$ cat config.mk
export PLATFORM = sky130hd
export DESIGN_NAME = uart_recv
export DESIGN_NICKNAME = d
export VERILOG_FILES = /design/src/rtl/uart_recv.sv
export SDC_FILE = /design/constraint.sdc
export NUM_CORES = 1
export LEC_CHECK = 0
export CELL_PAD_IN_SITES_DETAIL_PLACEMENT = 1
export CELL_PAD_IN_SITES_GLOBAL_PLACEMENT = 1
export CORE_MARGIN = 4
export CORE_UTILIZATION = 47
export CTS_CLUSTER_SIZE = 12
export DETAILED_ROUTE_END_ITERATION = 8
export DONT_BUFFER_PORTS = 1
export GPL_TIMING_DRIVEN = 1
export MAX_ROUTING_LAYER = met4
export PLACE_DENSITY = 0.86
export REMOVE_ABC_BUFFERS = 1
export SYNTH_ARGS = -nofsm -noshare
export SYNTH_HDL_FRONTEND = slang
export SYNTH_SLANG_ARGS = --single-unit
$ cat constraint.sdc
create_clock -name clk -period 2.4 [get_ports clk]
set_input_delay 0.6 -clock clk [delete_from_list [all_inputs] [get_ports clk]]
set_output_delay 0.6 -clock clk [all_outputs]
set_load 0.005 [all_outputs]
$ cat src/rtl/uart_recv.sv
// 8N1 UART receiver: 2-flop synchronizer, mid-bit sampling from a baud counter,
// registered data/strobe outputs and a frame-error strobe on a bad stop bit.
module uart_recv #(
    parameter int unsigned CLK  = 50000000,
    parameter int unsigned BAUD = 115200
) (
    input  logic       clk,
    input  logic       rst,
    input  logic       uart_rx,
    output logic [7:0] data_out,
    output logic       rx_done,
    output logic       frame_err,
    output logic       rx_busy
);

    localparam int unsigned BAUD_CLK = CLK / BAUD;
    localparam int unsigned HALF     = BAUD_CLK / 2;
    localparam int unsigned CNT_W    = (BAUD_CLK > 1) ? $clog2(BAUD_CLK) : 1;

    localparam logic [CNT_W-1:0] HALF_M1 = CNT_W'(HALF - 1);
    localparam logic [CNT_W-1:0] BAUD_M1 = CNT_W'(BAUD_CLK - 1);

    typedef enum logic [2:0] {
        StIdle,
        StStart,
        StData,
        StStop,
        StWaitIdle
    } state_t;

    state_t           state;
    logic [CNT_W-1:0] baud_cnt;
    logic [2:0]       bit_cnt;
    logic [7:0]       shift_reg;
    logic             rx_meta;
    logic             rx_s;
    logic             rx_prev;
    logic [1:0]       settle;
    logic             armed;

    always_ff @(posedge clk) begin
        if (rst) begin
            state     <= StIdle;
            baud_cnt  <= '0;
            bit_cnt   <= '0;
            shift_reg <= 8'h00;
            rx_meta   <= 1'b1;
            rx_s      <= 1'b1;
            rx_prev   <= 1'b1;
            settle    <= 2'b00;
            armed     <= 1'b0;
            data_out  <= 8'h00;
            rx_done   <= 1'b0;
            frame_err <= 1'b0;
            rx_busy   <= 1'b0;
        end else begin
            rx_meta <= uart_rx;
            rx_s    <= rx_meta;
            rx_prev <= rx_s;
            // The synchronizer holds its reset value for two cycles; only arm edge
            // detection once it has seen the real line high, so a line that is low at
            // reset release cannot fake a start edge.
            settle  <= {settle[0], 1'b1};
            if (settle[1] && rx_s) begin
                armed <= 1'b1;
            end

            rx_done   <= 1'b0;
            frame_err <= 1'b0;

            unique case (state)
                StIdle: begin
                    if (armed && rx_prev && !rx_s) begin
                        state    <= StStart;
                        baud_cnt <= '0;
                        rx_busy  <= 1'b1;
                    end
                end
                StStart: begin
                    if (baud_cnt == HALF_M1) begin
                        baud_cnt <= '0;
                        if (rx_s) begin
                            state   <= StIdle;
                            rx_busy <= 1'b0;
                        end else begin
                            state   <= StData;
                            bit_cnt <= '0;
                        end
                    end else begin
                        baud_cnt <= baud_cnt + 1'b1;
                    end
                end
                StData: begin
                    if (baud_cnt == BAUD_M1) begin
                        baud_cnt  <= '0;
                        shift_reg <= {rx_s, shift_reg[7:1]};
                        bit_cnt   <= bit_cnt + 1'b1;
                        if (bit_cnt == 3'd7) begin
                            state <= StStop;
                        end
                    end else begin
                        baud_cnt <= baud_cnt + 1'b1;
                    end
                end
                StStop: begin
                    if (baud_cnt == BAUD_M1) begin
                        baud_cnt <= '0;
                        if (rx_s) begin
                            data_out <= shift_reg;
                            rx_done  <= 1'b1;
                            state    <= StIdle;
                            rx_busy  <= 1'b0;
                        end else begin
                            frame_err <= 1'b1;
                            state     <= StWaitIdle;
                        end
                    end else begin
                        baud_cnt <= baud_cnt + 1'b1;
                    end
                end
                StWaitIdle: begin
                    if (rx_s) begin
                        state   <= StIdle;
                        rx_busy <= 1'b0;
                    end
                end
                default: begin
                    state   <= StIdle;
                    rx_busy <= 1'b0;
                end
            endcase
        end
    end

endmodule

==> reports/metrics.csv <==
stage,metric,value,unit
clock_network,clock_path_buffers,2,
detailed_routing,antenna_left,0,
global_route,grt_max_degree,40,
logic_synthesis,ys.flop_type,dfxtp_1,
flow_run,maxCapViolations,0,
floorplan,pin_count,14,
setup_path,endpoint_kind,register,
detailed_routing,remaining_drc_errors,0,
detailed_routing,dr.pass1.iters,4,
setup_path,cp-start-kind,register,
final_layout,diodes,0,
global_route,track_usage,19.0,%
logic_synthesis,async_flop_share,0,%
detailed_routing,vias,1486,
sta,fin_setup_tns,0,ns
clock_network,cts_resized,0,
placement,placed_area,0.00183,sq mm
clock_network,cts_made_buffers,5,
global_route,antenna_found_initial,0,
logic_synthesis,syn_area_per_cell,8.69,sq um
floorplan,die_h,70.2,microns
status,status,completed,
logic_synthesis,synth-seq-cells,40,
logic_synthesis,ys_seq_area_share,44.1,%
worst_hold_path,hold_class,in2reg,
setup_path,required,2.62,ns
clock_network,clkLatencyLatePin,0.29,ns
sta,fmax,464,MHz
sta,hold_viol_final,0,
sta,setup_viol,0,
sta,setup_ws,0.246,ns
sta,fin_crit_sh,89.7,%
clock_network,postCtsHoldBufs,0,
final_layout,nets,213,
final_layout,fill_cells,444,
floorplan,start_util,49.2,%
global_route,grt_pass1_vias,1492,
clock_network,htree_levels,2,
final_layout,largest_register_ffs,9,
sta,fin_crit,2.15,ns
setup_path,critPathMaxFanout,10,
final_layout,post-route-util,51.8,%
floorplan,fp.coreArea,0.00369,sq mm
logic_synthesis,synthCells,209,
logic_synthesis,syn_area,0.00182,sq mm
sta,worstMarginPinSlew,0.534,ns
sta,fin_skew,0.00771,ns
final_layout,syn2layout_area_growth,5.24,%
logic_synthesis,synth-edff-count,0,
global_route,grt_overflow_total,0,
sta,slew_headroom,64.4,%
setup_path,crit_type,reg2reg,
detailed_routing,via_per_inst,5.87,
final_layout,layout_commonest_cell,dfxtp_1,
final_layout,fin_area,0.00191,sq mm
placement,dpl.hpwl,3.05,mm
final_layout,mostFrequentLayoutCells,"40 x dfxtp_1, 33 x nand2_1, 22 x a21oi_1, 17 x nor2_1, 11 x mux2i_1",
sta,hold-worst-slack,0.365,ns
clock_network,post_cts_buffers,0,
placement,dp_slack,0.299,ns
power,power.density,668,mW/mm^2
floorplan,rows,22,
final_layout,drive_above_1_share,7.32,%
detailed_routing,wirelength,4.31,mm
floorplan,die_x,70.2,microns
clock_network,clkTransAtPathRegs,0.08,ns
floorplan,die_area,0.00492,sq mm
power,max-vdd-ir-drop,0.415,mV
detailed_routing,first_iter_violations,102,
clock_network,cts_tree,done,
sta,rsz0062_at_grt,false,
clock_network,cts_sinks,40,
global_route,grt_pass1_wl,7.25,mm
placement,place_congestion,0.776,
power,power.leakage,0.703,nW
setup_path,critical_path_arrival,2.37,ns
detailed_routing,routedWlPerCell,17.0,microns
sta,slew_viol_final,0,
logic_synthesis,yosysWarningCount,0,
clock_network,clk_root_buffer_cell,clkbuf_8,
placement,io_buffers,0,
logic_synthesis,ys_types,43,
stage by stage:
step           total power [mW]  cells
3_3_place_gp              0.857    246
3_5_place_dp              0.868    246
5_1_grt                    1.34    253
2_1_floorplan             0.828    197
4_1_cts                    1.29    253
6_report                   1.28    253
layer usage:
metal / share of wire [%] / track usage, %
met1: 43 / 20.6
met2: 52 / 33.2
met3: 3.0 / 4.03
met4: 2.1 / 8.94
met5: 0 / -
kinds of logic after synthesis:
logic type	Yosys count	synth area share [%]
DFF	40	44.1
AOI/OAI and AO/OA	44	16.3
buffers and inverters	17	4.00
adders and majority gates	5	3.45
and+or+nand+nor	92	26.1
muxes	11	6.07
power breakdown:
part / switching (mW) / total [mW] / internal (mW)
clock network: 0.225 / 0.422 / 0.197
registers: 0.0225 / 0.702 / 0.680
logic: 0.0915 / 0.152 / 0.0604
total: 0.339 / 1.28 / 0.937
synth_stat cells, types with 2 or more instances:
cell | count | area share, %
buf_1 | 2 | 0.41
o31a_1 | 3 | 1.4
and2_1 | 3 | 1.0
nor3b_1 | 2 | 0.83
inv_1 | 5 | 1.0
a21oi_1 | 22 | 6.1
nor3_1 | 6 | 1.7
clkbuf_1 | 8 | 1.7
o22ai_1 | 7 | 2.4
o21ai_0 | 2 | 0.55
nor4_1 | 2 | 0.69
ha_1 | 5 | 3.4
nor2b_1 | 2 | 0.69
and3b_1 | 2 | 0.97
nor2_1 | 17 | 3.5
or2_2 | 3 | 1.0
mux2i_1 | 11 | 6.1
nand3_1 | 6 | 1.7
o21a_1 | 2 | 0.83
dfxtp_1 | 40 | 44
a211oi_4 | 2 | 2.2
nand4_1 | 4 | 1.4
nand2_1 | 33 | 6.8
layout make-up:
type	count	area, sq um	area share [%]
Tap cell	48	60.1	3.14
Clock buffer	5	68.8	3.60
Inverter	5	18.8	0.982
Multi-Input combinational cell	152	942	49.3
Clock inverter	2	12.5	0.655
Timing Repair Buffer	1	7.51	0.393
Sequential cell	40	801	41.9
final timing paths:
kind | from | to | slack [ns] | cells past startpoint
worst min-delay path | rst | shift_reg[6] | 0.37 | 1
worst min register to register | rx_meta | rx_s | 0.42 | 1
worst max register to register | baud_cnt[0] | state[2] | 0.25 | 6
worst max-delay path | baud_cnt[0] | state[2] | 0.25 | 6
worst max-delay path, stage by stage (launching register included):
cell and delay (ns):
dfxtp_1 0.35, inv_1 0.09, ha_1 0.18, or4b_1 0.48
o31a_1 0.42, a211oi_4 0.33, mux2i_1 0.24
Power figures use the tool's default switching activity.
